==> config.mk <==
export PLATFORM = sky130hd
export DESIGN_NAME = rally_ctrl
export DESIGN_NICKNAME = d
export VERILOG_FILES = /design/src/rtl/pong_pkg.sv /design/src/rtl/rally_ctrl_pause_timer.sv /design/src/rtl/rally_ctrl.sv
export SDC_FILE = /design/constraint.sdc
export NUM_CORES = 1
export LEC_CHECK = 0
export ABC_CLOCK_PERIOD_IN_PS = 3500
export CAP_MARGIN = 20
export CORE_MARGIN = 2
export CORE_UTILIZATION = 40
export DETAILED_ROUTE_END_ITERATION = 16
export PLACE_DENSITY_LB_ADDON = 0.25
export RECOVER_POWER = 25
export SYNTH_ARGS = -nofsm -noshare
export SYNTH_HDL_FRONTEND = slang
export SYNTH_SLANG_ARGS = --single-unit
==> constraint.sdc <==
create_clock -name clk -period 3.5 [get_ports clk]
set_input_delay 0.7 -clock clk [delete_from_list [all_inputs] [get_ports clk]]
set_output_delay 0.7 -clock clk [all_outputs]
set_load 0.01 [all_outputs]
==> src/rtl/pong_pkg.sv <==
// pong_pkg: shared FSM state type, datapath widths and playfield edge constants
// for the pong game sequencer.
package pong_pkg;
  typedef enum logic [2:0] {IDLE, SERVE, PLAY, POINT, OVER} state_e;
  localparam int POS_W = 4;
  localparam int SPEED_W = 5;
  localparam logic [POS_W-1:0] X_LEFT = 4'd0;
  localparam logic [POS_W-1:0] X_RIGHT = 4'd15;
  function automatic logic [POS_W:0] abs_diff(input logic [POS_W-1:0] a, input logic [POS_W-1:0] b);
    return a >= b ? {1'b0, a} - {1'b0, b} : {1'b0, b} - {1'b0, a};
  endfunction
endpackage

==> src/rtl/rally_ctrl_pause_timer.sv <==
// pause_timer: loadable down-counter; done is high while enabled and the count
// has reached zero.
module pause_timer #(
  parameter int W = 11
) (
  input  logic         clk,
  input  logic         reset,
  input  logic         load,
  input  logic         en,
  input  logic [W-1:0] load_val,
  output logic         done
);
  logic [W-1:0] cnt_q;
  always_ff @(posedge clk)
    if (reset) cnt_q <= '0;
    else if (load) cnt_q <= load_val;
    else if (cnt_q != '0) cnt_q <= cnt_q - 1'b1;
  assign done = en && cnt_q == '0;
endmodule

==> src/rtl/rally_ctrl.sv <==
// rally_ctrl: pong game sequencer: serve, hit/miss, scoring, pauses, ball control.
// Define RALLY_SPEED_RAMP_EN to ramp ball speed with paddle hits.
module rally_ctrl
  import pong_pkg::*;
#(
  parameter int START_SPEED   = 4,
  parameter int MAX_SPEED     = 15,
  parameter int HITS_PER_STEP = 4,
  parameter int SERVE_HOLD    = 1000,
  parameter int POINT_PAUSE   = 2000,
  parameter int WIN_SCORE     = 9,
  parameter int PADDLE_HALF   = 1
) (
  input  logic                      clk,
  input  logic                      reset,
  input  logic                      serve,
  input  logic [POS_W-1:0]          paddle_l,
  input  logic [POS_W-1:0]          paddle_r,
  input  logic [POS_W-1:0]          ball_x,
  input  logic [POS_W-1:0]          ball_y,
  output logic                      ball_reset,
  output logic signed [SPEED_W-1:0] ball_speed,
  output logic [POS_W-1:0]          score_l,
  output logic [POS_W-1:0]          score_r,
  output logic                      game_over,
  output logic [2:0]                state
);
  localparam int PMAX = SERVE_HOLD > POINT_PAUSE ? SERVE_HOLD : POINT_PAUSE;
  localparam int TW = PMAX > 1 ? $clog2(PMAX) : 1;
  localparam logic signed [SPEED_W-1:0] START = SPEED_W'(START_SPEED);

  if (MAX_SPEED < START_SPEED || MAX_SPEED > 15 || HITS_PER_STEP < 1) begin : g_bad_param
    $error("rally_ctrl: invalid speed parameters");
  end

  state_e state_q, state_d;
  logic [POS_W-1:0] prev_x_q, score_l_q, score_l_d, score_r_q, score_r_d;
  logic serve_dir_q, serve_dir_d, ball_reset_q, ball_reset_d, game_over_q, game_over_d;
  logic signed [SPEED_W-1:0] speed_q, speed_d, serve_speed;
  logic ev_l, ev_r, miss_l, miss_r, win, restart, serve_in, t_load, t_done;
  logic [TW-1:0] t_val;

  // Events fire only on arrival at an edge column; staying there does not re-fire.
  assign ev_l = state_q == PLAY && ball_x == X_LEFT && prev_x_q != X_LEFT;
  assign ev_r = state_q == PLAY && ball_x == X_RIGHT && prev_x_q != X_RIGHT;
  assign miss_l = ev_l && abs_diff(ball_y, paddle_l) > (POS_W+1)'(PADDLE_HALF);
  assign miss_r = ev_r && abs_diff(ball_y, paddle_r) > (POS_W+1)'(PADDLE_HALF);
  assign win = score_l_d == POS_W'(WIN_SCORE) || score_r_d == POS_W'(WIN_SCORE);
  assign restart = state_q == OVER && serve;
  assign serve_in = state_d == SERVE && state_q != SERVE;
  assign t_load = serve_in || (state_d == POINT && state_q != POINT);
  assign t_val = state_d == SERVE ? TW'(SERVE_HOLD - 1) : TW'(POINT_PAUSE - 1);

  pause_timer #(.W(TW)) u_timer (
    .clk(clk),
    .reset(reset),
    .load(t_load),
    .en(state_q == SERVE || state_q == POINT),
    .load_val(t_val),
    .done(t_done)
  );

  always_ff @(posedge clk) state_q <= reset ? IDLE : state_d;

  always_comb begin
    state_d = state_q;
    case (state_q)
      IDLE:    state_d = serve ? SERVE : IDLE;
      SERVE:   state_d = t_done ? PLAY : SERVE;
      PLAY:    state_d = !(miss_l || miss_r) ? PLAY : win ? OVER : POINT;
      POINT:   state_d = t_done ? SERVE : POINT;
      OVER:    state_d = serve ? SERVE : OVER;
      default: state_d = IDLE;
    endcase
  end

  always_comb begin
    score_l_d = restart ? '0 : score_l_q + POS_W'(miss_r);
    score_r_d = restart ? '0 : score_r_q + POS_W'(miss_l);
    serve_dir_d = (restart || miss_l) ? 1'b0 : miss_r ? 1'b1 : serve_dir_q;
    serve_speed = serve_dir_d ? -START : START;
    ball_reset_d = state_d != PLAY;
    game_over_d = state_d == OVER;
  end

`ifdef RALLY_SPEED_RAMP_EN
  localparam int HW = HITS_PER_STEP > 1 ? $clog2(HITS_PER_STEP) : 1;
  logic [HW-1:0] hit_cnt_q, hit_cnt_d;
  logic [SPEED_W-1:0] mag;
  logic hit, step;
  assign hit = (ev_l || ev_r) && !(miss_l || miss_r);
  assign step = hit && hit_cnt_q == HW'(HITS_PER_STEP - 1);
  assign mag = speed_q[SPEED_W-1] ? SPEED_W'(-speed_q) : SPEED_W'(speed_q);
  // The ball reflects itself, so a step only grows the magnitude and keeps the sign.
  always_comb begin
    hit_cnt_d = (miss_l || miss_r || step) ? '0 : hit_cnt_q + HW'(hit);
    speed_d = serve_in ? serve_speed
            : !(step && mag < SPEED_W'(MAX_SPEED)) ? speed_q
            : speed_q[SPEED_W-1] ? speed_q - SPEED_W'(1) : speed_q + SPEED_W'(1);
  end
  always_ff @(posedge clk) hit_cnt_q <= reset ? '0 : hit_cnt_d;
`else
  assign speed_d = serve_in ? serve_speed : speed_q;
`endif

  always_ff @(posedge clk)
    if (reset) begin
      prev_x_q <= POS_W'(8);
      score_l_q <= '0;
      score_r_q <= '0;
      serve_dir_q <= 1'b0;
      speed_q <= START;
      ball_reset_q <= 1'b1;
      game_over_q <= 1'b0;
    end else begin
      prev_x_q <= ball_x;
      score_l_q <= score_l_d;
      score_r_q <= score_r_d;
      serve_dir_q <= serve_dir_d;
      speed_q <= speed_d;
      ball_reset_q <= ball_reset_d;
      game_over_q <= game_over_d;
    end

  assign ball_reset = ball_reset_q;
  assign ball_speed = speed_q;
  assign score_l = score_l_q;
  assign score_r = score_r_q;
  assign game_over = game_over_q;
  assign state = state_q;
endmodule
### Word-level counts from Yosys, hierarchy flattened

Index checks and enable logic that the tools add are counted.

| operators by class | value |
|---|---|
| bitwise logic cells | 0 |
| $lt $le $gt $ge | 4 |
| equality and inequality tests | 14 |
| shift-type cells | 0 |
| $mul | 0 |
| divide/modulo/power cells | 0 |
| muxes and demuxes | 17 |
| add/sub/neg operators | 7 |
| reduce and logical (&&, ||, !) cells | 21 |

Operators by type and width:

| kind | number |
|---|---|
| 2-to-1 mux 11 bit | 3 |
| subtractor 4 x 4 -> 5 bit | 4 |
| 2-to-1 mux 5 bit | 3 |
| case mux 3 bit (5 select lines) | 1 |
| equality test 4 bit (second input constant) | 3 |
| zero test 11 bit | 1 |
| nonzero test 11 bit | 1 |
| subtractor 11 x 1 -> 11 bit (second input constant) | 1 |
| > comparator 5 x 1 -> 1 bit (second input constant) | 2 |
| logical AND 1 bit | 10 |
| equality test 3 x 2 -> 1 bit (second input constant) | 3 |
| 2-to-1 mux 3 bit | 3 |
| adder 4 x 1 -> 4 bit | 2 |
| >= comparator 4 bit | 2 |
| 2-to-1 mux 4 bit | 2 |
| equality test 3 x 1 -> 1 bit (second input constant) | 2 |
| equality test 3 bit (second input constant) | 2 |
| inequality test 3 x 2 -> 1 bit (second input constant) | 2 |
| logical OR 1 bit | 5 |
| zero test 4 bit | 1 |
| 2-to-1 mux 2 bit | 2 |
| inequality test 4 bit (second input constant) | 1 |
| nonzero test 4 bit | 1 |
| zero test 3 bit | 1 |
| 3 further kinds | 5 |

| storage, ports and cells | value |
|---|---|
| ROM bits | 0 |
| flip-flop bits (word level) | 34 |
| memories kept | 0 |
| bits in latches | 0 |
| word-level logic and storage cells | 72 |
| bits in writable memories | 0 |

### Depth between registers and ports, before layout

| logic depth | value |
|---|---|
| word-level depth | 15 |
| gate-level depth with buffers | 15 |
| mapped depth without buffers | 15 |

### Modules after synthesis

Synthesis repeated with hierarchy kept, for this count alone.

| unflattened totals | value |
|---|---|
| cell total of the unflattened synthesis | 243 |
| area, all modules | 2,160.8 um^2 |

Modules (own cells, without submodules):

| module | times used | cells each | area an instance (um^2) | sequential area each (um^2) |
|---|---|---|---|---|
| rally_ctrl | 1 | 166 | 1,503.9 | 380.4 |
| pause_timer | 1 | 77 | 656.9 | 220.2 |

### Least setup slack after synthesis

OpenSTA, ideal clock, no wires.

| path | value |
|---|---|
| kind | input -> register |
| start point | input port paddle_r[0] |
| end point | register u_timer.cnt_q[4] |
| required time | 3.439 ns |
| arrival | 3.475 ns |
| setup time | 0.061 ns |
| buffers on the path | 0 |
| slack | -0.036 ns |
| stages | 15 |
| cells stage by stage | inv_1 > ha_1 > fa_1 > xnor2_1 > nor3b_1 > o221a_2 > a211oi_2 > ha_1 > ha_1 > nor4b_1 > nand2_1 > o21ai_0 > o21ai_0 > o41ai_4 > and3_1 |

| between the ends | value |
|---|---|
| longest elaborated chain between the ends | 15 |
| elaborated cells on any way between the ends | 21 |
| those cells by class | add/sub: 3; order compare: 2; eq/ne: 3; mux: 6; reduce/logical: 7 |

Ends and longest elaborated chain:

| what | line | source |
|---|---|---|
| start: declaration | rally_ctrl.sv:18 | `input logic [POS_W-1:0] paddle_r,` |
| subtractor 4 x 4 -> 5 bit / >= comparator 4 bit (equally long branches) | pong_pkg.sv:10 | `return a >= b ? {1'b0, a} - {1'b0, b} : {1'b0, b} - {1'b0, a};` |
| 2-to-1 mux 5 bit (*) | pong_pkg.sv:10 |  |
| > comparator 5 x 1 -> 1 bit (*) | rally_ctrl.sv:47 | `assign miss_r = ev_r && abs_diff(ball_y, paddle_r) > (POS_W+1)'(PADDLE_HALF);` |
| logical AND 1 bit (*) | rally_ctrl.sv:47 |  |
| adder 4 x 1 -> 4 bit | rally_ctrl.sv:78 | `score_l_d = restart ? '0 : score_l_q + POS_W'(miss_r);` |
| 2-to-1 mux 4 bit | rally_ctrl.sv:78 |  |
| equality test 4 bit | rally_ctrl.sv:48 | `assign win = score_l_d == POS_W'(WIN_SCORE) \|\| score_r_d == POS_W'(WIN_SCORE);` |
| logical OR 1 bit | rally_ctrl.sv:48 |  |
| 2-to-1 mux 3 bit | rally_ctrl.sv:70 | `PLAY: state_d = !(miss_l \|\| miss_r) ? PLAY : win ? OVER : POINT;` |
| 2-to-1 mux 3 bit (*) | rally_ctrl.sv:70 |  |
| case mux 3 bit (5 select lines) (*) | rally_ctrl.sv:67 | `case (state_q)` |
| equality test 3 x 1 -> 1 bit / equality test 3 x 2 -> 1 bit (equally long branches) | rally_ctrl.sv:50, rally_ctrl.sv:51 |  |
| logical AND 1 bit, on equally long branches | rally_ctrl.sv:50, rally_ctrl.sv:51 |  |
| logical OR 1 bit (*) | rally_ctrl.sv:51 | `assign t_load = serve_in \|\| (state_d == POINT && state_q != POINT);` |
| 2-to-1 mux 11 bit / nonzero test 2 bit (equally long branches) | - |  |
| end signal: assignment | rally_ctrl_pause_timer.sv:16 | `else if (load) cnt_q <= load_val;` |
| end signal: assignment | rally_ctrl_pause_timer.sv:17 | `else if (cnt_q != '0) cnt_q <= cnt_q - 1'b1;` |
| end: declaration | rally_ctrl_pause_timer.sv:13 | `logic [W-1:0] cnt_q;` |

Every way passes the cells marked *; elsewhere a longest branch is shown, timed or not.
A chain may end at the register's enable or synchronous reset.

### Worst setup path after layout

| path | value |
|---|---|
| start point | input port paddle_l[2] |
| end point | register u_timer.cnt_q[4] |

| between the ends | value |
|---|---|
| longest elaborated chain between the ends | 15 |
| elaborated cells on any way between the ends | 21 |
| those cells by class | add/sub: 3; order compare: 2; eq/ne: 3; mux: 6; reduce/logical: 7 |

Ends and longest elaborated chain:

| what | line | source |
|---|---|---|
| start: declaration | rally_ctrl.sv:17 | `input logic [POS_W-1:0] paddle_l,` |
| subtractor 4 x 4 -> 5 bit / >= comparator 4 bit (equally long branches) | pong_pkg.sv:10 |  |
| 2-to-1 mux 5 bit (*) | pong_pkg.sv:10 |  |
| > comparator 5 x 1 -> 1 bit (*) | rally_ctrl.sv:46 | `assign miss_l = ev_l && abs_diff(ball_y, paddle_l) > (POS_W+1)'(PADDLE_HALF);` |
| logical AND 1 bit (*) | rally_ctrl.sv:46 |  |
| adder 4 x 1 -> 4 bit | rally_ctrl.sv:79 | `score_r_d = restart ? '0 : score_r_q + POS_W'(miss_l);` |
| 2-to-1 mux 4 bit | rally_ctrl.sv:79 |  |
| equality test 4 bit | rally_ctrl.sv:48 |  |
| logical OR 1 bit | rally_ctrl.sv:48 |  |
| 2-to-1 mux 3 bit | rally_ctrl.sv:70 |  |
| 2-to-1 mux 3 bit (*) | rally_ctrl.sv:70 |  |
| case mux 3 bit (5 select lines) (*) | rally_ctrl.sv:67 |  |
| equality test 3 x 1 -> 1 bit / equality test 3 x 2 -> 1 bit (equally long branches) | rally_ctrl.sv:50, rally_ctrl.sv:51 |  |
| logical AND 1 bit, on equally long branches | rally_ctrl.sv:50, rally_ctrl.sv:51 |  |
| logical OR 1 bit (*) | rally_ctrl.sv:51 |  |
| 2-to-1 mux 11 bit / nonzero test 2 bit (equally long branches) | - |  |

Marked as above.

==> metrics.md <==
| Metric | Value |
|---|---|
| Largest net degree at the start of global routing | `16` |
| Synth Flop Type | `dfxtp_1` |
| EDFF count, synth | `0` |
| Die W | `75.6 um` |
| H-Tree Depth | `2` |
| Hold-fix buffers at CTS | `0` |
| Starting density of the core | `40.9%` |
| HPWL Detailed | `3650 um` |
| Initial antenna violation count | `0` |
| Tmin final | `3.34 ns` |
| Critical path type | `input port to register` |
| Drt first pass iters | `4` |
| Synthesis-stage register bit count | `30` |
| Drc violations | `0` |
| Area grow syn2layout | `42.7%` |
| Setup violations, final | `0` |
| Largest family of logic cells by synthesized area | `simple AND/OR/NAND/NOR gates` |
| Period utilization | `95.5%` |
| Worst hold slack | `0.461 ns` |
| F_max | `299 MHz` |
| Final Core Density | `58.4%` |
| Post-route ant nets | `0` |
| Post-Synth XOR/XNOR Area | `5.56%` |
| CTS tree | `built` |
| Layout cell share with drive strength beyond 1 | `25.5%` |
| Number of diodes | `0` |
| Total power | `0.000947 W` |
| Final Net Count | `342` |
| Post-synth cell types | `55` |
| DRT Wirelength | `4770 um` |
| GRT Util Overall | `18.3%` |
| GRT overflow | `0` |
| Clock latency on the worst-skew pair | `0.29 ns` |
| Synthesized area | `2050 um^2` |
| Mean Syn Cell Area | `8.76 um^2` |
| Final instance area | `2920 um^2` |
| Vias in the first global route | `1776` |
| Synth Instances | `234` |
| Die H | `75.6 um` |
| Peak supply drop | `0.165 mV` |
| Core ar. | `5010 um^2` |
| PortBufs | `33` |
| Global-route wire length before repair | `7910 um` |
| Final Max Slew Viols | `0` |
| Asr flop ratio synth | `0%` |
| Max_slew headroom | `61.5%` |
| Worst setup SP type | `input port` |
| Post-synthesis compound-gate area fraction | `19.0%` |
| Avg WL per Cell | `13.0 um` |
| Sequential area share after synthesis | `29.3%` |
| Setup TNS | `0 ns` |
| Endpoint class of the critical path | `register` |
| CTS buffer count | `5` |
| Simple-gate area share of the yosys netlist | `23.0%` |
| Vias per Instance | `5.11` |
| Via count | `1881` |
| Iter 0 DRT Violations | `89` |
| Clk buf depth | `2` |
| Cell Pwr Density | `324 nW/um^2` |
| Commonest non-fill, non-tap cells in the layout | `dfxtp_1, buf_4, clkdlybuf4s50_1` |
| Status | `completed` |
| Placed inst area | `2670 um^2` |
| Flop-to-flop setup slack | `0.75 ns` |
| Maximum fanout along the worst path | `8` |
| Clk root buf | `clkbuf_8` |
| Total clock sinks | `30` |
| CP arrival | `3.57 ns` |
| Post-CTS Setup Inserts | `0` |
| Area share of fa/ha/maj cells after synthesis | `16.7%` |
| Synthesis Warnings | `0` |
| Final count of hold timing violations | `0` |
| Max Cap Viol | `0` |
| Lkg Pwr | `1.23 nW` |
| CTS clk-pin slew, worst paths | `0.06 ns` |
| Ports | `37` |
| # rows | `26` |
| Worst-Margin Slew | `0.570 ns` |
| Mux share of post-synthesis cell area | `0.488%` |
| Critical Path RT | `3.73 ns` |
| Clock skew | `0.00492 ns` |
| Worst hold path class | `register to register` |
| Routability Congestion | `0.879` |
| Die ar. | `5710 um^2` |
==> kinds of logic (layout without fill, tap and decap cells) <==
logic type      after synthesis  after routing
simple gates                 84             84
compound gates               55             55
flops                        30             30
fa+ha+maj                    25             25
buf+inv                      24             87
xor+xnor                     13             13
other cells                   2              3
mux                           1              1
==> power by group <==
part           leakage [nW]  switching [W]  internal (W)
registers             0.246      0.0000302      0.000366
logic                 0.950       0.000142      0.000149
clock network        0.0383       0.000124      0.000136
==> final timing paths <==
path / startpoint / to / cells past startpoint
worst max-delay path: paddle_l[2] / u_timer.cnt_q[4] / 14
worst min-delay path: serve_dir_q / ball_speed[3] / 2
worst max register to register: state[2] / u_timer.cnt_q[4] / 12
worst min register to register: serve_dir_q / ball_speed[3] / 2
==> layout make-up <==
type | count | area, um^2
well taps | 70 | 87.6
clock buffers | 7 | 76.3
fillers | 472 | 2090
repair buffers | 64 | 568
inverters | 16 | 60.1
multi-input cells | 181 | 1530
flip-flops and latches | 30 | 601
==> routing by layer <==
metal	track usage, %	share of wire, %	vias up	wire, um
met3	4.23	3.7	6	176
met4	6.43	1.7	0	81
met5	0	0	-	0
li1	-	-	953	-
met1	21.1	43	878	2030
met2	32.9	52	44	2480
==> cell usage after synthesis (2+ instances only) <==
cell	instances	area, um^2
or3_1	2	12.5
conb_1	2	7.51
nand3b_1	3	22.5
nor4b_1	2	17.5
buf_4	4	30.0
fa_1	4	80.1
xor2_1	7	61.3
nand3_1	5	25.0
dfxtp_1	30	601
nand2b_1	4	25.0
o21a_1	2	15.0
xnor2_1	6	52.6
nor4_1	3	18.8
nor3b_1	5	37.5
or2_2	2	12.5
clkbuf_1	2	7.51
a211oi_2	2	25.0
nor2b_1	6	37.5
a31oi_1	2	12.5
inv_1	16	60.1
nand2_1	14	52.6
ha_1	21	263
nand4b_1	2	17.5
and2_1	5	31.3
or4_1	2	15.0
nor2_1	15	56.3
and3_1	3	18.8
o31a_1	3	26.3
o21ai_0	12	60.1
nor3_1	8	40.0
a21oi_1	16	80.1
==> flip-flops by register name, summed over array words and instances, names as in the netlist <==
signal	cells
prev_x_q	4
score_r	4
serve_dir_q	1
ball_speed	1
game_over	1
u_timer.cnt_q	11
ball_reset	1
score_l	4
state	3
==> per-stage QoR <==
| step | setup slack [ns] | instances |
|---|---|---|
| 5_1_grt | -0.00416 | 368 |
| 3_5_place_dp | -0.738 | 361 |
| 2_1_floorplan | 0.0322 | 235 |
| 3_3_place_gp | -0.642 | 361 |
| 4_1_cts | 0.0229 | 368 |
| 6_report | 0.156 | 368 |
==> worst max-delay path, stage by stage <==
cell and delay (ns):
clkdlybuf4s50_1 0.48, inv_1 0.07, ha_4 0.23, buf_4 0.15, nor2b_1 0.12, o2111a_1 0.27, a211oi_4 0.24, ha_2 0.23
ha_2 0.27, nand3b_1 0.19, o21ai_2 0.17, o21ai_2 0.09, o41ai_4 0.10, and3_1 0.24
==> repair_timing <==
action,CTS,global route
hold endpoints to repair,0,0
resized for setup,31,17
endpoints found under the setup margin,15,15
pin swaps,14,17
(Power assumes the default switching activity.)
